File: src/rtl/dt_pkg.sv
// dt_pkg: shared definitions for the decision-tree inference engine.
//   - dt_state_e : FSM state encoding (also visible on state_dbg)
//   - DT_ERR_*   : error codes reported on out_err
//   - dt_node_t  : node record at the default engine widths, for tools and
//                  models that hold a whole node table
package dt_pkg;

  typedef enum logic [2:0] {
    ST_IDLE   = 3'd0,
    ST_FETCH  = 3'd1,
    ST_WAIT   = 3'd2,
    ST_EVAL   = 3'd3,
    ST_RESULT = 3'd4
  } dt_state_e;

  localparam logic [1:0] DT_ERR_NONE    = 2'd0;
  localparam logic [1:0] DT_ERR_DEPTH   = 2'd1;
  localparam logic [1:0] DT_ERR_FIDX    = 2'd2;
  localparam logic [1:0] DT_ERR_TIMEOUT = 2'd3;

  localparam int DT_DEF_FIDX_W  = 2;
  localparam int DT_DEF_FEAT_W  = 64;
  localparam int DT_DEF_ADDR_W  = 9;
  localparam int DT_DEF_CLASS_W = 2;

  typedef struct packed {
    logic [DT_DEF_FIDX_W-1:0]  fidx;
    logic [DT_DEF_FEAT_W-1:0]  threshold;
    logic [DT_DEF_ADDR_W-1:0]  left;
    logic [DT_DEF_ADDR_W-1:0]  right;
    logic [DT_DEF_CLASS_W-1:0] prediction;
    logic                      is_leaf;
  } dt_node_t;

endpackage

File: src/rtl/dt_signed_le_cmp.sv
// dt_signed_le_cmp: combinational signed a <= b over W bits.
//   a_i  : left operand (two's complement)
//   b_i  : right operand (two's complement)
//   le_o : 1 when a_i <= b_i
module dt_signed_le_cmp #(
  parameter int W = 64
) (
  input  logic [W-1:0] a_i,
  input  logic [W-1:0] b_i,
  output logic         le_o
);

  assign le_o = ($signed(a_i) <= $signed(b_i));

endmodule

File: src/rtl/dt_engine_param.sv
// dt_engine_param: decision-tree inference engine for the CAN-bus intrusion
// detector. Takes one feature vector, walks the node table in external memory
// from node 0 and reports the leaf class or an error.
//
// Ports:
//   clk, rst_n           clock, async active-low reset
//   in_valid/in_ready    feature vector handshake (in_ready high in IDLE)
//   in_features          feature k at [k*FEAT_W +: FEAT_W]
//   mem_req/mem_addr     one-cycle node read request
//   mem_rvalid, mem_*    node response (variable latency)
//   out_valid/out_ready  result handshake, fields held while out_valid
//   out_class/out_attack predicted class, class == ATTACK_CLASS
//   out_err              0 ok, 1 depth, 2 bad feature index, 3 mem timeout
//   out_leaf_node        leaf reached, or node where the error occurred
//   out_depth            internal nodes traversed
//   busy, state_dbg      status / current state
//
// state  | meaning
// -------+------------------------------------------------------------
// IDLE   | waiting for in_valid, in_ready high
// FETCH  | one-cycle mem_req for the current node
// WAIT   | waiting for mem_rvalid, counting toward MEM_TIMEOUT
// EVAL   | depth check, feature compare, step to left/right child
// RESULT | out_valid high until out_ready
module dt_engine_param
  import dt_pkg::*;
#(
  parameter int NUM_FEATURES = 3,
  parameter int FEAT_W       = 64,
  parameter int ADDR_W       = 9,
  parameter int CLASS_W      = 2,
  parameter int MAX_DEPTH    = 20,
  parameter int ATTACK_CLASS = 1,
  parameter int MEM_TIMEOUT  = 15,
  localparam int FIDX_W  = (NUM_FEATURES > 2) ? $clog2(NUM_FEATURES) : 1,
  localparam int DEPTH_W = $clog2(MAX_DEPTH + 1)
) (
  input  logic                           clk,
  input  logic                           rst_n,
  input  logic                           in_valid,
  output logic                           in_ready,
  input  logic [NUM_FEATURES*FEAT_W-1:0] in_features,
  output logic                           mem_req,
  output logic [ADDR_W-1:0]              mem_addr,
  input  logic                           mem_rvalid,
  input  logic [FIDX_W-1:0]              mem_feature_idx,
  input  logic [FEAT_W-1:0]              mem_threshold,
  input  logic [ADDR_W-1:0]              mem_left_child,
  input  logic [ADDR_W-1:0]              mem_right_child,
  input  logic [CLASS_W-1:0]             mem_prediction,
  input  logic                           mem_is_leaf,
  output logic                           out_valid,
  input  logic                           out_ready,
  output logic [CLASS_W-1:0]             out_class,
  output logic                           out_attack,
  output logic [1:0]                     out_err,
  output logic [ADDR_W-1:0]              out_leaf_node,
  output logic [DEPTH_W-1:0]             out_depth,
  output logic                           busy,
  output logic [2:0]                     state_dbg
);

  localparam int TMO_W = $clog2(MEM_TIMEOUT + 1);
  localparam logic [FIDX_W:0]    NF_L     = NUM_FEATURES[FIDX_W:0];
  localparam logic [DEPTH_W-1:0] DEPTH_L  = DEPTH_W'(MAX_DEPTH);
  localparam logic [TMO_W-1:0]   TMO_L    = TMO_W'(MEM_TIMEOUT);
  localparam logic [CLASS_W-1:0] ATTACK_L = CLASS_W'(ATTACK_CLASS);

  dt_state_e                     state_q, state_d;
  logic [NUM_FEATURES*FEAT_W-1:0] feat_q, feat_d;
  logic [ADDR_W-1:0]             node_q, node_d;
  logic [ADDR_W-1:0]             addr_q, addr_d;
  logic [DEPTH_W-1:0]            depth_q, depth_d;
  logic [TMO_W-1:0]              wcnt_q, wcnt_d;
  logic [FIDX_W-1:0]             fidx_q, fidx_d;
  logic [FEAT_W-1:0]             thr_q, thr_d;
  logic [ADDR_W-1:0]             left_q, left_d;
  logic [ADDR_W-1:0]             right_q, right_d;
  logic [CLASS_W-1:0]            class_q, class_d;
  logic                          attack_q, attack_d;
  logic [1:0]                    err_q, err_d;

  logic [FIDX_W-1:0] sel_idx;
  logic [FEAT_W-1:0] feat_sel;
  logic              go_left;

  // fidx_q is only range-checked in WAIT; clamp so the part-select below
  // never leaves the vector when fidx_q holds a stale out-of-range value.
  assign sel_idx  = ({1'b0, fidx_q} < NF_L) ? fidx_q : '0;
  assign feat_sel = feat_q[int'(sel_idx)*FEAT_W +: FEAT_W];

  dt_signed_le_cmp #(.W(FEAT_W)) u_cmp (
    .a_i  (feat_sel),
    .b_i  (thr_q),
    .le_o (go_left)
  );

  always_comb begin
    state_d  = state_q;
    feat_d   = feat_q;
    node_d   = node_q;
    addr_d   = addr_q;
    depth_d  = depth_q;
    wcnt_d   = wcnt_q;
    fidx_d   = fidx_q;
    thr_d    = thr_q;
    left_d   = left_q;
    right_d  = right_q;
    class_d  = class_q;
    attack_d = attack_q;
    err_d    = err_q;

    unique case (state_q)
      ST_IDLE: begin
        if (in_valid) begin
          feat_d   = in_features;
          node_d   = '0;
          depth_d  = '0;
          class_d  = '0;
          attack_d = 1'b0;
          err_d    = DT_ERR_NONE;
          state_d  = ST_FETCH;
        end
      end
      ST_FETCH: begin
        addr_d  = node_q;
        wcnt_d  = '0;
        state_d = ST_WAIT;
      end
      ST_WAIT: begin
        if (mem_rvalid) begin
          fidx_d  = mem_feature_idx;
          thr_d   = mem_threshold;
          left_d  = mem_left_child;
          right_d = mem_right_child;
          if (mem_is_leaf) begin
            class_d  = mem_prediction;
            attack_d = (mem_prediction == ATTACK_L);
            err_d    = DT_ERR_NONE;
            state_d  = ST_RESULT;
          end else if ({1'b0, mem_feature_idx} >= NF_L) begin
            err_d   = DT_ERR_FIDX;
            state_d = ST_RESULT;
          end else begin
            state_d = ST_EVAL;
          end
        end else begin
          wcnt_d = wcnt_q + 1'b1;
          if (wcnt_d == TMO_L) begin
            err_d   = DT_ERR_TIMEOUT;
            state_d = ST_RESULT;
          end
        end
      end
      ST_EVAL: begin
        if (depth_q == DEPTH_L) begin
          err_d   = DT_ERR_DEPTH;
          state_d = ST_RESULT;
        end else begin
          node_d  = go_left ? left_q : right_q;
          depth_d = depth_q + 1'b1;
          state_d = ST_FETCH;
        end
      end
      ST_RESULT: begin
        if (out_ready) state_d = ST_IDLE;
      end
      default: state_d = ST_IDLE;
    endcase
  end

  always_ff @(posedge clk or negedge rst_n) begin
    if (!rst_n) begin
      state_q  <= ST_IDLE;
      feat_q   <= '0;
      node_q   <= '0;
      addr_q   <= '0;
      depth_q  <= '0;
      wcnt_q   <= '0;
      fidx_q   <= '0;
      thr_q    <= '0;
      left_q   <= '0;
      right_q  <= '0;
      class_q  <= '0;
      attack_q <= 1'b0;
      err_q    <= '0;
    end else begin
      state_q  <= state_d;
      feat_q   <= feat_d;
      node_q   <= node_d;
      addr_q   <= addr_d;
      depth_q  <= depth_d;
      wcnt_q   <= wcnt_d;
      fidx_q   <= fidx_d;
      thr_q    <= thr_d;
      left_q   <= left_d;
      right_q  <= right_d;
      class_q  <= class_d;
      attack_q <= attack_d;
      err_q    <= err_d;
    end
  end

  // mem_addr shows the node during FETCH and then holds it, even though
  // node_q moves on in EVAL.
  assign mem_req       = (state_q == ST_FETCH);
  assign mem_addr      = (state_q == ST_FETCH) ? node_q : addr_q;
  assign in_ready      = (state_q == ST_IDLE);
  assign out_valid     = (state_q == ST_RESULT);
  assign busy          = (state_q != ST_IDLE);
  assign state_dbg     = state_q;
  assign out_class     = class_q;
  assign out_attack    = attack_q;
  assign out_err       = err_q;
  assign out_leaf_node = node_q;
  assign out_depth     = depth_q;

endmodule
File: config.mk
export PLATFORM = sky130hd
export DESIGN_NAME = dt_engine_param
export DESIGN_NICKNAME = d
export VERILOG_FILES = /design/src/rtl/dt_pkg.sv /design/src/rtl/dt_signed_le_cmp.sv /design/src/rtl/dt_engine_param.sv
export SDC_FILE = /design/constraint.sdc
export NUM_CORES = 1
export LEC_CHECK = 0
export ABC_AREA = 1
export CAP_MARGIN = 20
export CORE_AREA = 2 2 185 187
export CTS_CLUSTER_SIZE = 16
export DETAILED_ROUTE_END_ITERATION = 8
export DIE_AREA = 0 0 187 189
export PLACE_DENSITY = 0.67
export SYNTH_ARGS = -nofsm -noshare
export SYNTH_HDL_FRONTEND = slang
export SYNTH_SLANG_ARGS = --single-unit
File: constraint.sdc
create_clock -name clk -period 3.78 [get_ports clk]
set_clock_uncertainty 0.2 [all_clocks]
set_input_delay 0.378 -clock clk [delete_from_list [all_inputs] [get_ports clk]]
set_output_delay 0.378 -clock clk [all_outputs]
set_load 0.02 [all_outputs]
==> impl_metrics.ini <==
[global_routing]
grt_pass1_vias = 12950
grt_usage = 0.2327
grt_max_degree = 196
gr-total-overflow = 0
antenna_found_initial = 1
grt_pass1_wl_um = 66940

[placement]
place_congestion = 0.8259
port_buffers = 318
place_inst = 2591
postPlaceCellArea_sq_um = 18560
dp_hpwl_um = 29660

[sta]
fmax_ghz = 0.2917
hold_viol = 0
whs_ns = 0.1575
tns_ns = 0
rsz0062_at_grt = false
setup_viol = 0
worstMarginPinSlew_ns = 0.9424
final_max_slew_viol_count = 0
max_slew_margin = 0.3717
layout_min_cycle_time_ns = 3.428
finalCritPeriodShare = 0.9068

[die]
start_util = 0.4461
fp.dieW_um = 187
dieArea_sq_um = 35340
die-height_um = 189
core_sq_um = 33280
ioPinCount = 319
rows = 67

[clock_network]
ctsHtreeMaxLevel = 1
cts_root_buf = clkbuf_16
clock_sinks = 311
clockBufferDepth = 3
cts_tree = done
clk_pin_slew_ns = 0.06
clk_latency_ns = 0.56
numCtsBuffers = 31

[drt]
vias = 13140
firstDrtPassIters = 5
ant_nets = 0
vias_per_cell = 4.961
drt_iter0_markers = 823
wirelength_um = 40930
drc_errors = 0
wl_per_cell_um = 15.46

[synthesis]
ys_warn_count = 0
synthesis.instances = 1892
syn-num-nets = 2244
mappedNetlistArea_sq_um = 14850
ys_seq_area_frac = 0.5242
synthDistinctLibCells = 30
synth.avg_cell_area_sq_um = 7.846
ys_seq_elements = 311

[cells_and_area]
fin_cells = 2648
final_area_sq_um = 19610
syn2layout_area_growth_pct = 32.11
nFillCells = 3059
drive_gt1_frac = 0.04138
regArea_sq_um = 7782
final_net_count = 2529
multi_input_area_sq_um = 6260

[worst_hold_path]
hold_path_class = in2reg

[setup_path]
path_class = reg2reg
crit_path_start_kind = register
crit_path_end_kind = register
critical_path_arrival_ns = 3.67
worst_ep_required_time_ns = 4.02
crit_fanout = 32

[pwr]
power_density_nw_per_um2 = 838.4
ir_drop_mv = 0.5702
power_mw = 16.44
power.leakage_nw = 9.851

[run_status]
status = finished, final reports clean

[job]
drv_cap = 0
repair_timing:
item                                   4_1_cts  5_1_grt
buffers inserted                             0        0
endpoints found under the hold margin      102        0
resized for setup                            0        5
setup endpoints to repair                    0        9
hold buffers                                 1        0
cell families after synthesis:
kind of cell,Yosys count,share of synthesized area
AOI/OAI and AO/OA,197,0.07324
and+or+nand+nor,1092,0.2853
DFF,311,0.5242
adders and majority gates,68,0.05731
buffers and inverters,221,0.05815
xor gates and xnor gates,3,0.001770
power by group:
| group | switching, mW | internal (mW) | total (mW) |
|---|---|---|---|
| logic | 4.82 | 2.96 | 7.79 |
| registers | 0.749 | 4.88 | 5.63 |
| clock network | 1.27 | 1.75 | 3.03 |
state kept, by name (all words and copies together), names as in the netlist:
signal and count:
out_depth 5, thr_q 64, addr_q 9, fidx_q 2, out_leaf_node 9, feat_q 192, out_err 2, out_attack 1
left_q 9, right_q 9, wcnt_q 4, state_dbg 3, out_class 2
routing by layer:
| layer | wire length (um) | GRT usage |
|---|---|---|
| met5 | 0 | 0 |
| met4 | 925 | 0.06197 |
| met3 | 2171 | 0.03021 |
| met2 | 18990 | 0.3822 |
| met1 | 18840 | 0.3270 |
cells in the mapped netlist:
| cell type | count | share of area |
|---|---|---|
| nand2_1 | 945 | 0.24 |
| dfrtp_1 | 311 | 0.52 |
| inv_1 | 128 | 0.032 |
| o21ai_0 | 97 | 0.033 |
| nor2_1 | 94 | 0.024 |
| ha_1 | 68 | 0.057 |
| a31oi_1 | 65 | 0.027 |
| clkbuf_1 | 56 | 0.014 |
| a21oi_1 | 27 | 0.0091 |
| buf_2 | 27 | 0.0091 |
| nand3_1 | 22 | 0.0074 |
| nand4_1 | 13 | 0.0055 |
| buf_1 | 7 | 0.0018 |
| nor3_1 | 5 | 0.0017 |
| a21o_1 | 4 | 0.0020 |
| nor2_2 | 4 | 0.0017 |
| inv_2 | 3 | 0.00076 |
| nor3_2 | 2 | 0.0013 |
| nor3b_1 | 2 | 0.0010 |
| xor2_1 | 2 | 0.0012 |
| nand2_2 | 1 | 0.00042 |
| nand3_2 | 1 | 0.00067 |
| nand3_4 | 1 | 0.0012 |
| nand4_2 | 1 | 0.00084 |
| nor3b_2 | 1 | 0.00084 |
| o2111ai_1 | 1 | 0.00059 |
| o21a_1 | 1 | 0.00051 |
| o22ai_1 | 1 | 0.00042 |
| o31ai_1 | 1 | 0.00051 |
| xnor2_1 | 1 | 0.00059 |
cell usage in the layout, fill, tap and decap left out, drive strengths merged:
master	synthesis	final
o21ai	97	97
clkbuf	56	46
ha	68	68
clkdlybuf4s50	0	317
diode	0	1
nor3b	3	3
o2111ai	1	1
a31oi	65	65
buf	34	24
nand3	24	24
dfrtp	311	311
o21a	1	1
a21oi	27	27
dlygate4sd3	0	1
o31ai	1	1
bufinv	0	1
a21o	4	4
xnor2	1	1
inv	131	131
nor3	7	7
nor2	98	98
o22ai	1	1
clkinv	0	8
xor2	2	2
nand4	14	14
nand2	946	946
per-stage QoR:
step,setup WS (ns),util
after detailed placement,0.2008,0.5578
final,0.3523,0.5893
after CTS,0.1796,0.5882
after floorplan,0.7960,-
after global placement,0.2446,0.5578
after global routing,0.008784,0.5893
worst paths after layout:
kind / start / to / slack (ns) / cells after the start
setup / recovery: fidx_q[0] / out_leaf_node[0] / 0.35 / 18
hold / removal: in_features[179] / feat_q[179] / 0.16 / 3
setup reg to reg: fidx_q[0] / out_leaf_node[0] / 0.35 / 18
hold reg to reg: feat_q[16] / feat_q[16] / 0.27 / 2
max in group asynchronous: rst_n / feat_q[181] / 2.13 / 3
min in group asynchronous: rst_n / addr_q[0] / 0.28 / 2
critical path, stage by stage, from the launching register on:
cell and delay (ns):
dfrtp_1 0.36, inv_1 0.21, nand2_8 0.22, buf_4 0.23, nor2_1 0.09, a31oi_1 0.06, ha_1 0.30, nand2_1 0.06
nor2_1 0.21, nand4_1 0.11, nor2_1 0.21, nor3b_4 0.33, nand2_1 0.13, nand2_1 0.09, nand2_2 0.15, nand3_4 0.15
nand2_1 0.07, nand3_1 0.07, nand2_1 0.05
area by class of cell:
cell class	count	area share
tap	448	0.02858
antenna	1	0.0001276
multi-input combinational	1360	0.3192
sequential	311	0.3968
clock inverter	9	0.003573
inverter	131	0.02533
timing repair buffer	342	0.1789
clock buffer	46	0.04753
Power figures use the tool's default switching activity.
